`config.mk`:
```
export PLATFORM = sky130hd
export DESIGN_NAME = ff_processor_set
export DESIGN_NICKNAME = d
export VERILOG_FILES = /design/src/rtl/ff_processor_set.sv
export SDC_FILE = /design/constraint.sdc
export NUM_CORES = 2
export LEC_CHECK = 0
export ABC_AREA = 1
export BUFFER_PORTS_ARGS = -buffer_cell sky130_fd_sc_hd__buf_4
export CORE_MARGIN = 4
export CORE_UTILIZATION = 55
export CTS_CLUSTER_DIAMETER = 100
export DETAILED_ROUTE_END_ITERATION = 6
export GPL_TIMING_DRIVEN = 0
export PLACE_DENSITY = 0.79
export RECOVER_POWER = 50
export SLEW_MARGIN = 20
export SYNTH_ARGS = -nofsm -noshare
export SYNTH_HDL_FRONTEND = slang
export SYNTH_SLANG_ARGS = --single-unit
export TNS_END_PERCENT = 10
```
`constraint.sdc`:
```
create_clock -name clk -period 14.29 [get_ports clk]
set_input_delay 2.1435 -clock clk [delete_from_list [all_inputs] [get_ports clk]]
set_output_delay 2.1435 -clock clk [all_outputs]
set_load 0.01 [all_outputs]
```
`src/rtl/ff_processor_set.sv`:
```
// ============================================================================
// ff_processor_set : z/fi fan-in-fi neurons, dot product -> PLAN sigmoid + prime
// Rev 1.0 - initial release
// ============================================================================
`default_nettype none

module ff_processor_set #(
  parameter int fo        = 2,
  parameter int fi        = 4,
  parameter int p         = 8,
  parameter int n         = 4,
  parameter int z         = 4,
  parameter int width     = 16,
  parameter int int_bits  = 5,
  parameter int frac_bits = 10
) (
  input  logic                    clk,
  input  logic                    reset,
  input  logic [width*z-1:0]      a_package,
  input  logic [width*z-1:0]      w_package,
  output logic [width*z/fi-1:0]   sigmoid_package,
  output logic [width*z/fi-1:0]   sp_package
);

  localparam int nproc = z / fi;
  localparam int acc_w = width + frac_bits + $clog2(fi);

  localparam logic signed [acc_w-1:0] sat_pos = acc_w'((2**(width-1)) - 1);
  localparam logic signed [acc_w-1:0] sat_neg = -sat_pos;

  localparam logic [width-1:0] one_c   = width'(1 << frac_bits);
  localparam logic [width-1:0] th_5    = width'(5 << frac_bits);
  localparam logic [width-1:0] th_2375 = width'(19 << (frac_bits - 3));
  localparam logic [width-1:0] off_hi  = width'(27 << (frac_bits - 5));
  localparam logic [width-1:0] off_mid = width'(5 << (frac_bits - 3));
  localparam logic [width-1:0] off_lo  = width'(1 << (frac_bits - 1));

  // Layer-shape parameters only document the surrounding network.
  if (fo < 1 || p < 1 || n < 1 || width != 1 + int_bits + frac_bits) begin : g_cfg_note
  end

  // Stage-1 validity: keeps outputs at 0 until the first post-reset result.
  logic v1_q;
  logic v1_d;

  always_comb begin
    v1_d = 1'b1;
  end

  always_ff @(posedge clk) begin
    if (!reset) v1_q <= 1'b0;
    else        v1_q <= v1_d;
  end

  for (genvar j = 0; j < nproc; j++) begin : g_proc
    logic signed [acc_w-1:0]   sum;
    logic        [width-1:0]   x_d, x_q;
    logic        [width-1:0]   m, y, s;
    logic        [2*width-1:0] prod_s;
    logic        [width-1:0]   sig_d, sig_q, sp_d, sp_q;

    always_comb begin
      logic signed [2*width-1:0] prod;
      sum  = '0;
      prod = '0;
      for (int k = 0; k < fi; k++) begin
        prod = $signed(a_package[width*(j*fi+k) +: width]) *
               $signed(w_package[width*(j*fi+k) +: width]);
        sum  = sum + acc_w'(prod >>> frac_bits);
      end
      if (sum > sat_pos)      x_d = sat_pos[width-1:0];
      else if (sum < sat_neg) x_d = sat_neg[width-1:0];
      else                    x_d = sum[width-1:0];
    end

    always_comb begin
      m = x_q[width-1] ? (~x_q + 1'b1) : x_q;
      if (m >= th_5)         y = one_c;
      else if (m >= th_2375) y = (m >> 5) + off_hi;
      else if (m >= one_c)   y = (m >> 3) + off_mid;
      else                   y = (m >> 2) + off_lo;
      s      = x_q[width-1] ? (one_c - y) : y;
      prod_s = {{width{1'b0}}, s} * {{width{1'b0}}, (one_c - s)};
      sig_d  = v1_q ? s : '0;
      sp_d   = v1_q ? prod_s[frac_bits +: width] : '0;
    end

    always_ff @(posedge clk) begin
      if (!reset) begin
        x_q   <= '0;
        sig_q <= '0;
        sp_q  <= '0;
      end else begin
        x_q   <= x_d;
        sig_q <= sig_d;
        sp_q  <= sp_d;
      end
    end

    assign sigmoid_package[width*j +: width] = sig_q;
    assign sp_package[width*j +: width]      = sp_q;
  end

endmodule

`default_nettype wire

```
# Yosys cells after proc, flatten, opt, wreduce, memory -nomap -nowiden

Cells that the tools add are included.
Widths: inputs -> output; s select.

Output and inout port bits: 32
Input bits: 130
Word-level logic and storage cells: 36
Register bits: 49

Add/sub/neg operators: 9
Reduce and logical (&&, ||, !) cells: 2
Mux-type cells: 8
Multipliers: 5
Order comparisons: 5
Bitwise operators: 2

Operators by type and width:

| kind                   | count |
|---|---|
| $mul 16x16->32         | 4 |
| $mux 15                | 4 |
| $mux 16                | 3 |
| $sub 11x16->16 const A | 2 |
| $mul 16x16->26         | 1 |
| $add 24x22->25         | 1 |
| $gt 25x16->1 const B   | 1 |
| $lt 25x16->1 const B   | 1 |
| $add 23x22->24         | 1 |
| $add 22x22->23         | 1 |
| $add 16x1->16 const B  | 1 |
| $ge 16x11->1 const B   | 1 |
| $ge 16x12->1 const B   | 1 |
| $ge 16x13->1 const B   | 1 |
| $not 16->16            | 1 |
| $add 14x10->15 const B | 1 |
| $add 13x10->14 const B | 1 |
| $add 11x10->12 const B | 1 |
| $reduce_and 2->1       | 1 |
| $reduce_or 2->1        | 1 |
| $mux 1                 | 1 |
| $not 1->1              | 1 |

# Depth between registers and ports, before layout

Word-level depth: 11
Mapped depth: 57
Mapped depth without buffers: 55

# Least setup slack after synthesis

OpenSTA, ideal clock, no wires.

Kind: input to register
From: input w_package[18]
To: register g_proc[0].x_q[12]
Path buffers: 3
Required time: 14.166 ns
Setup slack: 3.510 ns
Arrival: 10.655 ns
Library setup time: 0.124 ns
Stages on the path: 41
Cell sequence: clkbuf_1 > clkbuf_1 > nand2_1 > fa_1 > inv_1 > fa_1 > inv_1 > fa_1 > inv_1 > fa_1 > inv_1 > fa_1 > inv_1 > fa_1 > ha_1 > nand2_1 > o21ai_0 > a21oi_1 > (+5 left out) > a31oi_1 > xor2_1 > fa_1 > fa_1 > ha_1 > a21oi_1 > o21ai_0 > o21bai_1 > a21boi_1 > o21ai_0 > or2_2 > nand2_1 > nand4_1 > nand2_1 > inv_1 > nand2_1 > buf_2 > o21ai_0

Cells in the longest elaborated chain, start to end: 7
Elaborated cells on any way between the ends: 8
Those cells by class: add/sub: 3; mul: 1; order compare: 2; mux: 2

Ends and longest elaborated chain:

| element              | RTL line | text |
|---|---|---|
| start, declared      | 20       | `input logic [width*z-1:0] w_package,` |
| $mul 16x16->32 (*)   | 67       | `prod = $signed(a_package[width*(j*fi+k) +: width]) *` |
| $add 22x22->23 (*)   | 69       | `sum = sum + acc_w'(prod >>> frac_bits);` |
| $add 23x22->24 (*)   | 69       |  |
| $add 24x22->25 (*)   | 69       |  |
| $lt 25x16->1         | 72       | `else if (sum < sat_neg) x_d = sat_neg[width-1:0];` |
| $mux 16              | 72       |  |
| $mux 15 (*)          | 71       | `if (sum > sat_pos) x_d = sat_pos[width-1:0];` |
| end signal, assigned | 90       | `x_q <= '0;` |
| end signal, assigned | 94       | `x_q <= x_d;` |
| end, declared        | 57       | `logic [width-1:0] x_d, x_q;` |

Mark *: on every way between the ends. The rest lies on a longest branch, timed or not.
A chain may end at the register's enable or synchronous reset.

# Worst setup path in the final report

From: register g_proc[0].x_q[1]
To: register g_proc[0].sp_q[15], in the netlist sp_package[15]

Cells in the longest elaborated chain, start to end: 11
Elaborated cells on any way between the ends: 16
Those cells by class: add/sub: 6; mul: 1; order compare: 3; mux: 5; bitwise: 1

Ends and longest elaborated chain:

| element                                      | RTL line | text |
|---|---|---|
| $not 16->16                                  | 77       | `m = x_q[width-1] ? (~x_q + 1'b1) : x_q;` |
| $add 16x1->16                                | 77       |  |
| $mux 16 (*)                                  | 77       |  |
| $add 14x10->15, or another cell as far along | 81       | `else y = (m >> 2) + off_lo;` |
| $mux 15                                      | 80       | `else if (m >= one_c) y = (m >> 3) + off_mid;` |
| $mux 15                                      | 79       | `else if (m >= th_2375) y = (m >> 5) + off_hi;` |
| $mux 15 (*)                                  | 78       | `if (m >= th_5) y = one_c;` |
| $sub 11x16->16                               | 82       | `s = x_q[width-1] ? (one_c - y) : y;` |
| $mux 16 (*)                                  | 82       |  |
| $sub 11x16->16                               | 83       | `prod_s = {{width{1'b0}}, s} * {{width{1'b0}}, (one_c - s)};` |
| $mul 16x16->26 (*)                           | 83       |  |
| end signal, assigned                         | 96       | `sp_q <= sp_d;` |
| end, declared                                | 60       | `logic [width-1:0] sig_d, sig_q, sp_d, sp_q;` |

Marks and branches as above.

==> report_table.html <==
<table>
<tr><th>Metric</th><th>Value</th></tr>
<tr><th colspan="2">Clock tree</th></tr>
<tr><td>CTS tree</td><td>yes</td></tr>
<tr><td>Clock latency on the worst-skew pair</td><td>about 330 ps</td></tr>
<tr><td>Cts bufs inserted</td><td>5</td></tr>
<tr><td>Sinks on Clock Net</td><td>between 40 and 50</td></tr>
<tr><td>Post-cts gate resize count</td><td>0</td></tr>
<tr><td>Quantity of hold-fixing buffers added after cts</td><td>0</td></tr>
<tr><td>CTS root buf</td><td>clkbuf_16</td></tr>
<tr><td>Level count of the clock H-tree</td><td>2</td></tr>
<tr><td>Setup bufs post-CTS</td><td>0</td></tr>
<tr><td>Clock Tree Buf Depth</td><td>2</td></tr>
<tr><td>Reg clk slew, reported paths</td><td>about 100 ps</td></tr>
<tr><th colspan="2">Setup path</th></tr>
<tr><td>Worst setup path category</td><td>reg2reg</td></tr>
<tr><td>Crit end category</td><td>flop</td></tr>
<tr><td>Type of element launching the critical path</td><td>flop</td></tr>
<tr><td>Worst endpoint required time</td><td>roughly 15000 ps</td></tr>
<tr><td>Maximum fanout along the worst path</td><td>12</td></tr>
<tr><td>Cell with the most instances on the worst path</td><td>nand2_1</td></tr>
<tr><td>Largest stage delay on the critical path</td><td>820 ps</td></tr>
<tr><td>Buf/Inv on CP</td><td>8</td></tr>
<tr><td>Crit path max-delay cell type</td><td>o41ai_1</td></tr>
<tr><td>Kind of cell with the highest combined delay on the critical path</td><td>adder cells</td></tr>
<tr><td>Signal arrival time at the worst endpoint</td><td>13050 ps</td></tr>
<tr><th colspan="2">Timing</th></tr>
<tr><td>Worst hold slack across all endpoints</td><td>between 700 and 800 ps</td></tr>
<tr><td>Number of hold violations in the final report</td><td>0</td></tr>
<tr><td>Final worst path period share</td><td>0.8973</td></tr>
<tr><td>Unrepaired setup endpoints after global routing</td><td>false</td></tr>
<tr><td>Final setup violation count</td><td>0</td></tr>
<tr><td>Final critical delay including setup and external delays</td><td>~13000 ps</td></tr>
<tr><td>Relative max-transition margin</td><td>0.3322</td></tr>
<tr><td>Clk_skew</td><td>between 20 and 30 ps</td></tr>
<tr><td>Fin Setup TNS</td><td>0 ps</td></tr>
<tr><td>Final-report max-slew violation count</td><td>0</td></tr>
<tr><td>Maximum achievable frequency</td><td>77.99 MHz</td></tr>
<tr><td>Transition at the pin with the smallest max-transition slack</td><td>between 900 and 1000 ps</td></tr>
<tr><td>Post-route setup slack</td><td>between 1000 and 1500 ps</td></tr>
<tr><th colspan="2">Floorplanning</th></tr>
<tr><td>Placeable Area</td><td>slightly above 90000 um2</td></tr>
<tr><td>Die area</td><td>between 90000 and 100000 um2</td></tr>
<tr><td>Floorplan row count</td><td>around 110</td></tr>
<tr><td>Initial Util</td><td>0.5543</td></tr>
<tr><td>Width of the die</td><td>~310 um</td></tr>
<tr><td>Vert. Die Dim</td><td>just over 300 um</td></tr>
<tr><td>Count of boundary I/O pins</td><td>approximately 160</td></tr>
<tr><th colspan="2">Logic synthesis</th></tr>
<tr><td>Proportion of register bits with asynchronous set or reset after synthesis</td><td>0</td></tr>
<tr><td>Cell area after synthesis</td><td>a little over 50000 um2</td></tr>
<tr><td>Count of flip-flops with a built-in enable after synthesis</td><td>0</td></tr>
<tr><td>Post-synthesis instance total</td><td>6235</td></tr>
<tr><td>Cell type with the largest total area after synthesis</td><td>fa_1</td></tr>
<tr><td>Number of synthesized register bits</td><td>between 40 and 50</td></tr>
<tr><td>Yosys top cell area share</td><td>0.5000</td></tr>
<tr><td>Mean area per synthesized cell</td><td>8.149 um2</td></tr>
<tr><td>Number of unique standard cell types used by synthesis</td><td>57</td></tr>
<tr><td>Leading cell types by total area after synthesis</td><td>fa_1 (50%), inv_1 (15%), ha_1 (11%), nand2_1 (9.8%), dfxtp_1 (1.9%)</td></tr>
<tr><td>Synth warnings</td><td>0</td></tr>
<tr><td>Main flop type after synthesis</td><td>dfxtp_1</td></tr>
<tr><td>Synthesized netlist net count</td><td>between 8k and 9k</td></tr>
<tr><td>Sequential fraction of the synthesis area</td><td>0.01931</td></tr>
<tr><th colspan="2">Cells and area</th></tr>
<tr><td>Fraction of layout instances using a drive strength above 1</td><td>0.03112</td></tr>
<tr><td>Most common cell after layout, fill and taps aside</td><td>inv_1</td></tr>
<tr><td>Number of nets in the layout</td><td>between 8k and 9k</td></tr>
<tr><td>Highest-count cells in the layout ignoring fill and taps</td><td>inv_1 (2000), nand2_1 (1326), fa_1 (1269)</td></tr>
<tr><td>Number of inserted diodes</td><td>0</td></tr>
<tr><td>Area grow syn2layout</td><td>4.186%</td></tr>
<tr><td>Fill cell instance count of the final layout</td><td>8145</td></tr>
<tr><th colspan="2">GRT</th></tr>
<tr><td>Vias in the first global route</td><td>between 40k and 50k</td></tr>
<tr><td>Largest net degree at the start of global routing</td><td>19</td></tr>
<tr><td>Initial antenna violation count</td><td>0</td></tr>
<tr><td>First-pass GRT wire length</td><td>between 200000 and 250000 um</td></tr>
<tr><td>Overall routing resource usage</td><td>0.2656</td></tr>
<tr><td>GRT Residual Overflow</td><td>0</td></tr>
<tr><th colspan="2">Routing</th></tr>
<tr><td>Post-route DRC violation count</td><td>0</td></tr>
<tr><td>Routed Antenna Nets</td><td>0</td></tr>
<tr><td>Count of routing violations after the opening detailed-route iteration</td><td>around 2.7k</td></tr>
<tr><td>DRT Wirelength</td><td>around 120000 um</td></tr>
<tr><td>Routed WL per cell</td><td>about 17 um</td></tr>
<tr><td>Via density</td><td>roughly 5.2</td></tr>
<tr><td>Vias after detailed routing</td><td>about 39k</td></tr>
<tr><td>Number of search-and-repair iterations in the first detailed-routing pass</td><td>6</td></tr>
<tr><th colspan="2">Status</th></tr>
<tr><td>Result of the run</td><td>complete, no violations</td></tr>
<tr><th colspan="2">Place</th></tr>
<tr><td>Setup Slack @ Placement</td><td>approximately 1500 ps</td></tr>
<tr><td>Final Wtd Congestion</td><td>slightly below 1</td></tr>
<tr><td>DP Wirelength</td><td>108900 um</td></tr>
<tr><td>Buffers on Ports</td><td>88</td></tr>
<tr><th colspan="2">Job</th></tr>
<tr><td>Max-cap violations</td><td>0</td></tr>
<tr><th colspan="2">Min path</th></tr>
<tr><td>Hold crit path type</td><td>reg2reg</td></tr>
</table>
cell type report:
cell class | instances | area, um2 | area share
inverters | 2015 | 7574 | 0.1431
well taps | 1186 | 1484 | 0.02803
flip-flops and latches | 49 | 980.9 | 0.01853
clock buffers | 5 | 125.1 | 0.002364
multi-input cells | 3938 | 41300 | 0.7801
clock inverters | 3 | 28.78 | 0.0005436
plain buffers | 233 | 907.1 | 0.01714
repair buffers | 88 | 540.5 | 0.01021
cells by family after synthesis:
group,share of synthesized area
flip-flops,0.01931
AND/OR/NAND/NOR,0.1448
buffers and inverters,0.1669
XOR/XNOR,0.02827
adder cells (fa/ha/maj),0.6056
AO/OA/AOI/OAI,0.03504
tightest hold or removal path, cell delays in order, from the launching register on:
cell and delay, ps:
dfxtp_1 310, nand2_1 190, a21oi_1 70, o21a_1 100
Yosys cell counts, types with 3 or more instances:
| library cell | number |
|---|---|
| a211oi_1 | 7 |
| a21boi_1 | 4 |
| a21o_1 | 9 |
| a21oi_1 | 150 |
| a221oi_1 | 3 |
| a31oi_1 | 9 |
| buf_1 | 7 |
| buf_2 | 9 |
| buf_4 | 3 |
| clkbuf_1 | 212 |
| dfxtp_1 | 49 |
| fa_1 | 1269 |
| ha_1 | 429 |
| inv_1 | 1999 |
| inv_2 | 10 |
| inv_4 | 4 |
| nand2_1 | 1322 |
| nand2_2 | 23 |
| nand2_4 | 13 |
| nand3_1 | 73 |
| nand3_2 | 11 |
| nand3b_1 | 4 |
| nand4_1 | 29 |
| nor2_1 | 218 |
| nor2_2 | 6 |
| nor2_4 | 6 |
| nor2_8 | 4 |
| nor3_1 | 13 |
| nor3b_1 | 3 |
| nor4_1 | 5 |
| o211ai_1 | 7 |
| o21a_1 | 10 |
| o21ai_0 | 63 |
| o21ai_1 | 6 |
| o21bai_1 | 9 |
| o221ai_1 | 4 |
| o31ai_1 | 8 |
| or2_2 | 39 |
| xnor2_1 | 70 |
| xor2_1 | 94 |
state kept, by name, summed over array words and instances, names as in the netlist:
name and cells:
sp_package 16, v1_q 1, g_proc.x_q 16, sigmoid_package 16
metrics by stage:
stage / utilization / std cells / instance area [um2]
2_1_floorplan: - / 6235 / 50810
3_3_place_gp: 0.5777 / 7509 / 52950
3_5_place_dp: 0.5777 / 7509 / 52950
4_1_cts: 0.5794 / 7517 / 53110
5_1_grt: 0.5775 / 7517 / 52940
6_report: 0.5775 / 7517 / 52940
final timing paths:
path	cells after the start	slack, ps	startpoint	end
setup / recovery	50	1470	g_proc[0].x_q[1]$_SDFF_PN0_	sp_package[15]$_SDFF_PN0_
hold / removal	3	710	v1_q$_DFF_P_	sp_package[1]$_SDFF_PN0_
hold reg to reg	3	710	v1_q$_DFF_P_	sp_package[1]$_SDFF_PN0_
setup reg to reg	50	1470	g_proc[0].x_q[1]$_SDFF_PN0_	sp_package[15]$_SDFF_PN0_
routing by layer:
metal / up-vias / part of all wire / track usage
met3: 365 / 0.076 / 0.03919
met5: - / 0 / 0
met1: 19378 / 0.39 / 0.3416
met2: 1599 / 0.49 / 0.4561
met4: 0 / 0.047 / 0.1036
li1: 17683 / - / -
Power is left out: the tool's default activity adds up to more than one toggle a clock period on the data nets, which glitch-free logic cannot reach.
